### src/rtl/seg_mux_n_if.sv
// seg_mux_n_if: display-path bundle between the counter logic and the
// multiplexed 7-segment driver.
//   master : counter/control side (drives digit values and controls)
//   slave  : seg_mux_n (drives SEG/DP/AN/FRAME_TICK)
interface seg_mux_n_if #(
  parameter int unsigned DIGITS = 4
);
  logic                  EN;
  logic [4*DIGITS-1:0]   DIGITS_IN;
  logic [DIGITS-1:0]     BLINK_MASK;
  logic [DIGITS-1:0]     BLANK_MASK;
  logic [DIGITS-1:0]     DP_IN;
  logic                  HEX_MODE;
  logic                  LZ_BLANK;
  logic [6:0]            SEG;
  logic                  DP;
  logic [DIGITS-1:0]     AN;
  logic                  FRAME_TICK;

  modport master (
    output EN, DIGITS_IN, BLINK_MASK, BLANK_MASK, DP_IN, HEX_MODE, LZ_BLANK,
    input  SEG, DP, AN, FRAME_TICK
  );

  modport slave (
    input  EN, DIGITS_IN, BLINK_MASK, BLANK_MASK, DP_IN, HEX_MODE, LZ_BLANK,
    output SEG, DP, AN, FRAME_TICK
  );
endinterface

### src/rtl/seg_mux_n.sv
// seg_mux_n: N-digit multiplexed 7-segment driver with per-digit blink,
// blank and decimal point, leading-zero suppression and hex decode.
// Inputs are captured into a shadow register once per frame so a scan
// never mixes old and new digit values.
//   CLK        system clock
//   RESET_N    asynchronous active-low reset, release synchronised internally
//   bus.EN / DIGITS_IN / BLINK_MASK / BLANK_MASK / DP_IN / HEX_MODE / LZ_BLANK
//              display data and controls (sampled at frame wrap)
//   bus.SEG / DP / AN  registered, active-low display drive
//   bus.FRAME_TICK     one-cycle pulse when the scan wraps to slot 0
module seg_mux_n #(
  parameter int unsigned DIGITS      = 4,
  parameter int unsigned REFRESH_DIV = 16384,
  parameter int unsigned BLINK_DIV   = 8388608
) (
  input logic        CLK,
  input logic        RESET_N,
  seg_mux_n_if.slave bus
);

  localparam int unsigned RCNT_W = $clog2(REFRESH_DIV);
  localparam int unsigned BCNT_W = (BLINK_DIV > 1) ? $clog2(BLINK_DIV) : 1;
  localparam int unsigned SLOT_W = (DIGITS > 1) ? $clog2(DIGITS) : 1;

  localparam logic [6:0] SEG_OFF  = 7'b1111111;
  localparam logic [6:0] SEG_DASH = 7'b0111111;

  logic [1:0]          rst_sync;
  logic                run;
  logic                advance;

  logic [RCNT_W-1:0]   rcnt;
  logic [BCNT_W-1:0]   bcnt;
  logic [SLOT_W-1:0]   slot;
  logic                blink_on;

  logic [4*DIGITS-1:0] sh_digits;
  logic [DIGITS-1:0]   sh_blink;
  logic [DIGITS-1:0]   sh_blank;
  logic [DIGITS-1:0]   sh_dp;
  logic                sh_hex;
  logic                sh_lz;

  logic                r_tc;
  logic                b_tc;
  logic                wrap;

  logic [3:0]          cur_val_c;
  logic                cur_blink_c;
  logic                cur_blank_c;
  logic                cur_dp_c;
  logic [DIGITS-1:0]   sel_c;
  logic                upper_nz_c;
  logic                off_c;

  logic [6:0]          seg_q;
  logic                dp_q;
  logic [DIGITS-1:0]   an_q;
  logic                tick_q;

  // Active-low segment decode; 10..15 show letters in hex mode, dash otherwise.
  function automatic logic [6:0] decode(input logic [3:0] v, input logic hex);
    case (v)
      4'h0:    decode = 7'b1000000;
      4'h1:    decode = 7'b1111001;
      4'h2:    decode = 7'b0100100;
      4'h3:    decode = 7'b0110000;
      4'h4:    decode = 7'b0011001;
      4'h5:    decode = 7'b0010010;
      4'h6:    decode = 7'b0000010;
      4'h7:    decode = 7'b1111000;
      4'h8:    decode = 7'b0000000;
      4'h9:    decode = 7'b0010000;
      4'hA:    decode = hex ? 7'b0001000 : SEG_DASH;
      4'hB:    decode = hex ? 7'b0000011 : SEG_DASH;
      4'hC:    decode = hex ? 7'b1000110 : SEG_DASH;
      4'hD:    decode = hex ? 7'b0100001 : SEG_DASH;
      4'hE:    decode = hex ? 7'b0000110 : SEG_DASH;
      default: decode = hex ? 7'b0001110 : SEG_DASH;
    endcase
  endfunction

  // Two-flop reset release; counting is enabled once the chain is full.
  always_ff @(posedge CLK or negedge RESET_N) begin
    if (!RESET_N) rst_sync <= 2'b00;
    else          rst_sync <= {rst_sync[0], 1'b1};
  end

  assign run     = rst_sync[1];
  assign advance = run & bus.EN;

  assign r_tc = (rcnt == RCNT_W'(REFRESH_DIV - 1));
  assign b_tc = (bcnt == BCNT_W'(BLINK_DIV - 1));
  assign wrap = r_tc & (slot == SLOT_W'(DIGITS - 1));

  // Refresh/slot and blink timebases; both freeze while EN is low.
  always_ff @(posedge CLK or negedge RESET_N) begin
    if (!RESET_N) begin
      rcnt     <= '0;
      bcnt     <= '0;
      slot     <= '0;
      blink_on <= 1'b1;
    end else if (advance) begin
      rcnt <= r_tc ? '0 : rcnt + RCNT_W'(1);
      bcnt <= b_tc ? '0 : bcnt + BCNT_W'(1);
      if (r_tc) slot <= wrap ? '0 : slot + SLOT_W'(1);
      if (b_tc) blink_on <= ~blink_on;
    end
  end

  // Frame-synchronous shadow of all display inputs.
  always_ff @(posedge CLK or negedge RESET_N) begin
    if (!RESET_N) begin
      sh_digits <= '0;
      sh_blink  <= '0;
      sh_blank  <= '0;
      sh_dp     <= '0;
      sh_hex    <= 1'b0;
      sh_lz     <= 1'b0;
    end else if (advance && wrap) begin
      sh_digits <= bus.DIGITS_IN;
      sh_blink  <= bus.BLINK_MASK;
      sh_blank  <= bus.BLANK_MASK;
      sh_dp     <= bus.DP_IN;
      sh_hex    <= bus.HEX_MODE;
      sh_lz     <= bus.LZ_BLANK;
    end
  end

  // Select the current slot's digit and decide whether it is dark.
  always_comb begin
    cur_val_c   = 4'd0;
    cur_blink_c = 1'b0;
    cur_blank_c = 1'b0;
    cur_dp_c    = 1'b0;
    sel_c       = '0;
    upper_nz_c  = 1'b0;
    for (int unsigned i = 0; i < DIGITS; i++) begin
      if (slot == SLOT_W'(i)) begin
        cur_val_c   = sh_digits[4*i +: 4];
        cur_blink_c = sh_blink[i];
        cur_blank_c = sh_blank[i];
        cur_dp_c    = sh_dp[i];
        sel_c[i]    = 1'b1;
      end
      // Any nonzero digit at or above this slot stops leading-zero blanking.
      if ((SLOT_W'(i) >= slot) && (sh_digits[4*i +: 4] != 4'd0)) upper_nz_c = 1'b1;
    end
    off_c = cur_blank_c
          | (cur_blink_c & ~blink_on)
          | (sh_lz & (slot != '0) & ~upper_nz_c);
  end

  // Registered display drive, one cycle behind the slot/blink state.
  always_ff @(posedge CLK or negedge RESET_N) begin
    if (!RESET_N) begin
      seg_q  <= SEG_OFF;
      dp_q   <= 1'b1;
      an_q   <= '1;
      tick_q <= 1'b0;
    end else if (!advance) begin
      seg_q  <= SEG_OFF;
      dp_q   <= 1'b1;
      an_q   <= '1;
      tick_q <= 1'b0;
    end else begin
      seg_q  <= off_c ? SEG_OFF : decode(cur_val_c, sh_hex);
      dp_q   <= off_c | ~cur_dp_c;
      an_q   <= off_c ? '1 : ~sel_c;
      tick_q <= wrap;
    end
  end

  assign bus.SEG        = seg_q;
  assign bus.DP         = dp_q;
  assign bus.AN         = an_q;
  assign bus.FRAME_TICK = tick_q;

endmodule
### src/flat_wrapper.sv
// flat-port wrapper written by rule: the top's interface ports become plain ports
module seg_mux_n_flat 
#(
  parameter int unsigned DIGITS      = 4,
  parameter int unsigned REFRESH_DIV = 16384,
  parameter int unsigned BLINK_DIV   = 8388608
)
  (CLK, RESET_N, bus_EN, bus_DIGITS_IN, bus_BLINK_MASK, bus_BLANK_MASK, bus_DP_IN, bus_HEX_MODE, bus_LZ_BLANK, bus_SEG, bus_DP, bus_AN, bus_FRAME_TICK);
  seg_mux_n_if #(.DIGITS(DIGITS)) bus_i ();
  input logic CLK;
  input logic RESET_N;
  input wire logic [$bits(bus_i.EN)-1:0] bus_EN;
  input wire logic [$bits(bus_i.DIGITS_IN)-1:0] bus_DIGITS_IN;
  input wire logic [$bits(bus_i.BLINK_MASK)-1:0] bus_BLINK_MASK;
  input wire logic [$bits(bus_i.BLANK_MASK)-1:0] bus_BLANK_MASK;
  input wire logic [$bits(bus_i.DP_IN)-1:0] bus_DP_IN;
  input wire logic [$bits(bus_i.HEX_MODE)-1:0] bus_HEX_MODE;
  input wire logic [$bits(bus_i.LZ_BLANK)-1:0] bus_LZ_BLANK;
  output wire logic [$bits(bus_i.SEG)-1:0] bus_SEG;
  output wire logic [$bits(bus_i.DP)-1:0] bus_DP;
  output wire logic [$bits(bus_i.AN)-1:0] bus_AN;
  output wire logic [$bits(bus_i.FRAME_TICK)-1:0] bus_FRAME_TICK;
  assign bus_i.EN = bus_EN;
  assign bus_i.DIGITS_IN = bus_DIGITS_IN;
  assign bus_i.BLINK_MASK = bus_BLINK_MASK;
  assign bus_i.BLANK_MASK = bus_BLANK_MASK;
  assign bus_i.DP_IN = bus_DP_IN;
  assign bus_i.HEX_MODE = bus_HEX_MODE;
  assign bus_i.LZ_BLANK = bus_LZ_BLANK;
  assign bus_SEG = bus_i.SEG;
  assign bus_DP = bus_i.DP;
  assign bus_AN = bus_i.AN;
  assign bus_FRAME_TICK = bus_i.FRAME_TICK;
  seg_mux_n #(.DIGITS(DIGITS), .REFRESH_DIV(REFRESH_DIV), .BLINK_DIV(BLINK_DIV)) u_core (.CLK(CLK), .RESET_N(RESET_N), .bus(bus_i));
endmodule
### config.mk
export PLATFORM = sky130hd
export DESIGN_NAME = seg_mux_n_flat
export DESIGN_NICKNAME = d
export VERILOG_FILES = /design/src/rtl/seg_mux_n_if.sv /design/src/rtl/seg_mux_n.sv /design/src/flat_wrapper.sv
export SDC_FILE = /design/constraint.sdc
export NUM_CORES = 1
export LEC_CHECK = 0
export ABC_AREA = 1
export CAP_MARGIN = 5
export CORE_MARGIN = 2
export CORE_UTILIZATION = 25
export DETAILED_ROUTE_END_ITERATION = 8
export HOLD_SLACK_MARGIN = 0.08
export PLACE_DENSITY_LB_ADDON = 0.25
export SLEW_MARGIN = 20
export SYNTH_ARGS = -nofsm -noshare
export SYNTH_HDL_FRONTEND = slang
export SYNTH_SLANG_ARGS = --single-unit
### constraint.sdc
create_clock -name CLK -period 2.1 [get_ports CLK]
set_clock_uncertainty 0.05 [all_clocks]
set_input_delay 0.525 -clock CLK [delete_from_list [all_inputs] [get_ports CLK]]
set_output_delay 0.525 -clock CLK [all_outputs]
set_load 0.02 [all_outputs]
==> metrics.md, run 1 <==
| Metric | Value |
|---|---|
| Rows | `48` |
| # diodes | `0` |
| Final instance area | `between 5000 and 6000 sq um` |
| DRT antenna net count | `0` |
| Die footprint | `about 19000 sq um` |
| Final hold vios | `0` |
| Setup TNS Final | `0 ns` |
| Clk Latency, worst-skew pair | `between 0.3 and 0.4 ns` |
| Share of cells above drive strength 1 | `19.1%` |
| Final period utilization | `97.2%` |
| Tmin final | `2.04 ns` |
| Hpwl dp | `approximately 7.7 mm` |
| # H-tree levels | `3` |
| GRT Util Overall | `11.6%` |
| Initial Util | `around a quarter` |
| Flop pwr share | `48.4%` |
| # hold bufs at CTS | `0` |
| Worst R2R Start | `u_core.slot[0]` |
| Vias in the first global route | `3593` |
| Max-cap violations | `0` |
| I/O pins | `46` |
| GP Congestion | `0.831` |
| Ys Warns | `0` |
| Psw | `0.897 mW` |
| CTS Buf Count | `9` |
| Yosys reg bits | `85` |
| First-pass GRT wire length | `17.3 mm` |
| Die height | `138 microns` |
| Number of remaining DRC errors | `0` |
| Root Driver | `clkbuf_16` |
| Combinational fraction of design power | `9.4%` |
| Largest stage delay, worst path | `0.59 ns` |
| Setup Crit Path Kind | `reg -> out` |
| Pwr Density | `656 nW/um^2` |
| Worst Path Buf+Inv | `1` |
| Avg Vias per Cell | `4.27` |
| Maximum clock frequency | `between 400 and 500 MHz` |
| Internal Power | `2.89 mW` |
| Filler cells | `1864` |
| Cell count after synthesis | `550` |
| Routed wire length | `10.2 mm` |
| Tightest Hold Check Type | `in -> async` |
| DRT Pass-1 Iters | `4` |
| Crit path launch type | `flip-flop` |
| Outcome | `complete, no violations` |
| Die Wd | `138 microns` |
| I/O Buffers | `45` |
| FF+latch area | `2140 sq um` |
| Total power | `3.79 mW` |
| Clock Tree Buf Depth | `2` |
| Final Core Density | `between 30 and 40%` |
| Crit path DAT | `1.47 ns` |
| Pre-CTS setup slack | `-0.144 ns` |
| Syn nets | `slightly below 600` |
| CTS tree | `yes` |
| Initial antenna violation count | `0` |
| Leak | `2.76 nW` |
| Worst path cell trace | `clkdlybuf4s50_1` |
| CP endpoint kind | `primary output` |
| Worst setup margin | `slightly below 0.06 ns` |
| Area taken by multi-input logic gates | `2090 sq um` |
| Unique masters post-synth | `39` |
| Post-synth top flop | `dfrtp_1` |
| Cell count of the worst reg-to-reg path | `12` |
| Post-synth EDFFs | `0` |
| Clock slew at reported path FFs | `0.06 ns` |
| Critical path's slowest cell | `clkdlybuf4s50_1` |
| Crit path required time | `1.52 ns` |
| Slew Limit Fails | `0` |
| Largest net degree at the start of global routing | `36` |
| Clock network power share | `42.2%` |
| Final setup fails | `0` |
| Grt ovf | `0` |
| Peak supply drop | `0.401 mV` |
| Asr flop ratio synth | `100%` |
| Worst path top cell family by delay | `buffers and inverters` |
| Drt wl/cell | `11.9 microns` |
| Reg-to-reg endpoint | `u_core.bus.SEG[4]` |
| Core area | `17400 sq um` |
| Net count reported at finish | `669` |
| Crit path max fanout | `1` |
| Switching Share | `23.7%` |
| Via count | `between 3000 and 4000` |
| Iter 0 DRT Violations | `249` |
| Register area share after synthesis | `47.9%` |
| TritonCTS Sinks | `85` |
| Layout area overhead | `28.9%` |
| R2r setup slk | `0.13 ns` |
| Cell area after placement | `5380 sq um` |
| Avg Cell Area, Syn | `~8.1 sq um` |
| Mapped cell area | `around 4500 sq um` |
-- flip-flops by register name (all words and copies together) (netlist names) --
name and flops:
u_core.sh_digits 16, u_core.rst_sync 2, u_core.sh_lz 1, u_core.rcnt 14, u_core.blink_on 1, u_core.sh_blank 4, u_core.bus.AN 4, u_core.bus.FRAME_TICK 1
u_core.sh_hex 1, u_core.slot 2, u_core.bus.SEG 7, u_core.sh_dp 4, u_core.bus.DP 1, u_core.sh_blink 4, u_core.bcnt 23
-- cell families (layout without fill, tap and decap cells) --
family	Yosys count	count (layout)	synth area share [%]
adder cells (fa/ha/maj)	7	7	1.96
buffers and inverters	70	154	7.46
flip-flops	85	85	47.9
AO/OA/AOI/OAI	39	39	4.72
XOR/XNOR	21	21	4.11
AND/OR/NAND/NOR	327	327	33.8
other	1	1	0.0838
-- repair_timing --
action | CTS | global route
resized for setup | 1 | 21
endpoints found under the setup margin | 1 | 18
setup buffers | 0 | 1
pin swaps | 0 | 1
-- power groups by stage --
| stage | combinational (mW) | sequential [mW] | clock, mW |
|---|---|---|---|
| 3_3_place_gp | 0.350 | 1.86 | 0 |
| 6_report | 0.355 | 1.83 | 1.60 |
| 5_1_grt | 0.403 | 1.85 | 1.71 |
| 3_5_place_dp | 0.363 | 1.86 | 0 |
| 2_1_floorplan | 0.203 | 1.84 | 0 |
| 4_1_cts | 0.361 | 1.83 | 1.64 |
-- stage by stage --
step / hold slack, ns / std cells
2_1_floorplan: 0.179 / 550
3_3_place_gp: 0.283 / 842
3_5_place_dp: 0.286 / 842
4_1_cts: 0.109 / 858
5_1_grt: 0.132 / 859
6_report: 0.0945 / 859
-- layer usage --
layer | part of all wire [%] | vias to the layer above | GRT usage, %
li1 | - | 1894 | -
met1 | 48 | 1713 | 15.3
met2 | 46 | 52 | 18.4
met3 | 3.4 | 13 | 2.06
met4 | 2.1 | 0 | 5.61
met5 | 0 | - | 0
-- area by class of cell --
type                       instances  area share [%]
timing repair buffer              78            12.7
multi-input combinational        395            36.1
clock inverter                     1           0.520
clock buffer                      15            4.64
inverter                          60            3.95
tap                              225            4.88
sequential                        85            37.2
-- cells in the mapped netlist, types with 3 or more instances --
cell	count	area, sq um
a21oi_1	17	85.1
buf_12	3	60.1
buf_2	4	20.0
dfrtp_1	72	1800
dfstp_2	13	342
ha_1	7	87.6
inv_1	53	199
inv_2	6	22.5
nand2_1	167	627
nand2_2	24	150
nand3_1	34	170
nand3b_1	4	30.0
nand4_1	13	81.3
nor2_1	54	203
nor2_2	6	37.5
nor2_4	3	33.8
nor3_1	9	45.0
nor3b_1	3	22.5
o21ai_0	15	75.1
xnor2_1	7	61.3
xor2_1	14	123
-- how the worst max path moves through the flow --
stage                startpoint                 end  slack, ns  cells after the start
6_report       u_core.bus.AN[2]           bus_AN[2]       0.06                      1
5_1_grt          u_core.slot[0]   u_core.bus.SEG[4]     -0.009                     12
4_1_cts          u_core.slot[0]   u_core.bus.SEG[1]      0.002                     12
3_5_place_dp             bus_EN  u_core.sh_blink[1]      -0.14                     10
3_3_place_gp             bus_EN      u_core.bcnt[3]      -0.08                      8
2_1_floorplan    u_core.slot[0]   u_core.bus.SEG[1]       0.33                     12
-- cell usage in the layout, fill, tap and decap left out, types with 2 or more instances in the layout --
master           count
a31oi_1              2
clkbuf_1             4
clkdlybuf4s50_1     44
ha_4                 3
nand4_1             13
a21oi_1             16
ha_1                 3
xnor2_1              7
nor4_1               2
nand3b_1             4
clkbuf_16            9
nor3b_1              3
dfstp_2             13
nor2_4               6
nand2_2             23
nor3_2               2
inv_1               50
nor3_1               8
nand2_1            167
nand3_2              3
nand3_1             32
nor2_2               6
xor2_1              14
inv_2                9
o21ai_0             15
dfrtp_1             71
nor2_1              51
buf_12               3
clkbuf_8             2
buf_4               31
o211ai_1             2
(Power assumes the default switching activity.)
==> run 2: changes to the inputs <==
ABC_AREA = unset   (was 1)
==> run 2 against run 1 <==
Against the previous run:
- combinational power shrank 17%
- via count down 21%
- area after synthesis is 9.5% lower
- clock power is 7% lower
- register-to-register slack lost 0.07 ns
- highest routed layer unchanged
- final cell count down 23%
- sequential power about the same
- wire length decreased by 12%
- largest cell class unchanged
==> metrics.md, run 2 <==
| Metric | Value |
|---|---|
| Clock Tree Buf Depth | `2` |
| Via count | `2916` |
| Avg Cell Area, Syn | `roughly 11 sq um` |
| Setup TNS Final | `0 ns` |
| Post-synth top flop | `dfrtp_1` |
| Register area share after synthesis | `52.9%` |
| Die Wd | `131 microns` |
| Maximum clock frequency | `488 MHz` |
| CTS Buf Count | `9` |
| Met3 Usage GRT | `3.20%` |
| Layout area overhead | `33.2%` |
| Slew Limit Fails | `0` |
| R2r setup slk | `0.06 ns` |
| Crit path DAT | `1.47 ns` |
| Initial Util | `25.5%` |
| Core area | `15900 sq um` |
| Most common cell after layout, fill and taps aside | `dfrtp_1` |
| Final instance area | `5390 sq um` |
| Final hold vios | `0` |
| Ys Warns | `0` |
| WP depth | `1` |
| DRT Pass-1 Iters | `4` |
| Final Non-Filler Cells | `approximately 660` |
| Die footprint | `17200 sq um` |
| Asr flop ratio synth | `100%` |
| I/O pins | `46` |
| Largest net degree at the start of global routing | `34` |
| GR peak layer | `met2` |
| Crit path required time | `roughly 1.5 ns` |
| Final period utilization | `~98%` |
| GP Congestion | `0.864` |
| Share of the synthesized area in the top cell type | `44.5%` |
| Outcome | `complete, no violations` |
| Largest register FFs | `23` |
| Post-synth EDFFs | `0` |
| Top cells by count, synth | `dfrtp_1, nand2_1, nor2_1` |
| Most frequent cell after synthesis | `dfrtp_1` |
| Cell count after synthesis | `~360` |
| Number of remaining DRC errors | `0` |
| Clock network power share | `between 40% and 50%` |
| Largest stage delay, worst path | `0.60 ns` |
| Dpl cells | `644` |
| Tmin final | `2.05 ns` |
| Post-synth top area cell | `dfrtp_1` |
| Peak supply drop | `0.448 mV` |
| Reg with most FFs | `u_core.bcnt` |
| Syn nets | `between 300 and 400` |
| RSZ-0062 raised after global routing | `yes` |
| Psw | `about 0.9 mW` |
| Cell area after placement | `5010 sq um` |
| Drt wl/cell | `between 10 and 15 microns` |
| Worst Path Buf+Inv | `1` |
| Met2 usage | `17.5%` |
| Cell count of the worst reg-to-reg path | `6` |
| GRT Util Overall | `11.1%` |
| Grt ovf | `0` |
| Clock slew at reported path FFs | `0.06 ns` |
| Leak | `2.45 nW` |
| Rows | `46` |
| Filler cells | `1633` |
| Iter 0 DRT Violations | `181` |
| Critical path's slowest cell | `clkdlybuf4s50_1` |
| Hold WS | `0.0761 ns` |
| Crit path launch type | `flip-flop` |
| Routed wire length | `8.92 mm` |
| Pwr Density | `669 nW/um^2` |
| Setup Crit Path Kind | `reg -> out` |
| I/O Buffers | `45` |
| First-pass GRT wire length | `15.3 mm` |
| Vias in the first global route | `around 3000` |
| Grt met1 use | `14.8%` |
| Hpwl dp | `6.66 mm` |
| Share of cells above drive strength 1 | `28.1%` |
| CP endpoint kind | `primary output` |
| Mapped cell area | `4050 sq um` |
| # H-tree levels | `3` |
| Combinational fraction of design power | `slightly above 8%` |
| Commonest non-fill, non-tap cells in the layout | `dfrtp_1, clkdlybuf4s50_1, nand2_1, buf_4, nor2_1` |
| Tightest Hold Check Type | `in -> async` |
| Total power | `3.61 mW` |
| # diodes | `0` |
| Initial antenna violation count | `0` |
| Worst path cell trace | `clkdlybuf4s50_1` |
| TritonCTS Sinks | `85` |
| Final setup fails | `0` |
| Die height | `131 microns` |
| Avg Vias per Cell | `4.39` |
| CTS tree | `yes` |
| Internal Power | `2.71 mW` |
| Max-cap violations | `0` |
| Yosys reg bits | `85` |
| Switching Share | `roughly 25%` |
| Top Registers | `u_core.bcnt x23, u_core.sh_digits x16, u_core.rcnt x14` |
| Top cells by area, synth | `dfrtp_1, dfstp_2, mux2_2` |
| Net count reported at finish | `483` |
| Crit path max fanout | `1` |
| Flop pwr share | `50.6%` |
| DRT antenna net count | `0` |
| Clk Latency, worst-skew pair | `0.35 ns` |
| Root Driver | `clkbuf_16` |
| Worst path top cell family by delay | `buffers and inverters` |
| Unique masters post-synth | `48` |
## run 2: changes by cell type after synthesis, moves of 19 or more
cell / previous run / this run
nand2_2: 24 / 0
nand3_1: 34 / 13
inv_1: 53 / 6
nor2_1: 54 / 31
nand2_1: 167 / 40
mux2_2: 0 / 19
## run 2: routing by layer
| layer | routed length, microns | vias up |
|---|---|---|
| li1 | - | 1417 |
| met1 | 4270 | 1435 |
| met2 | 4190 | 49 |
| met3 | 325 | 15 |
| met4 | 131 | 0 |
| met5 | 0 | - |
## run 2: repair_timing
action | 4_1_cts | 5_1_grt
pin swaps | 3 | 6
hold endpoints to repair | 0 | 0
endpoints found under the setup margin | 11 | 11
gates resized for setup | 6 | 16
hold buffers | 0 | 0
buffers inserted | 1 | 3
## run 2: worst paths after layout
kind                                    startpoint                   end
worst max register to register      u_core.slot[0]     u_core.bus.SEG[2]
worst min-delay path                       RESET_N  u_core.sh_digits[14]
worst max-delay path              u_core.bus.AN[3]             bus_AN[3]
max in group asynchronous                  RESET_N      u_core.bus.AN[3]
min in group CLK                u_core.rst_sync[0]    u_core.rst_sync[1]
worst min register to register  u_core.rst_sync[0]    u_core.rst_sync[1]
## run 2: final cells by class
class                   count  area (sq um)  area share [%]
inverters                   6          22.5           0.418
multi-input cells         255          1880            34.9
clock inverters             7          52.6           0.974
clock buffers               9           225            4.18
repair buffers             86           797            14.8
flip-flops and latches     85          2140            39.8
well taps                 216           270            5.01
## run 2: stage by stage
step           setup WS [ns]  util, %
2_1_floorplan          0.209        -
3_3_place_gp          -0.216     31.5
3_5_place_dp          -0.224     31.5
4_1_cts               0.0246     33.5
5_1_grt              -0.0453     34.0
6_report              0.0518     34.0
## run 2: logic make-up (layout without fill, tap and decap cells)
logic type	after synthesis	count (layout)	share of synthesized area, %
compound gates	51	51	9.45
xor+xnor	35	35	7.57
fa+ha+maj	7	7	2.16
buf+inv	17	108	2.35
flops	85	85	52.9
mux	31	31	9.48
other cells	1	1	0.0926
simple gates	130	130	16.0
## run 2: power groups by stage
stage          Sequential, mW  Combinational (mW)  Clock, mW
2_1_floorplan            1.85               0.132          0
3_3_place_gp             1.86               0.298          0
3_5_place_dp             1.86               0.300          0
4_1_cts                  1.83               0.303       1.53
5_1_grt                  1.85               0.341       1.62
6_report                 1.83               0.295       1.49
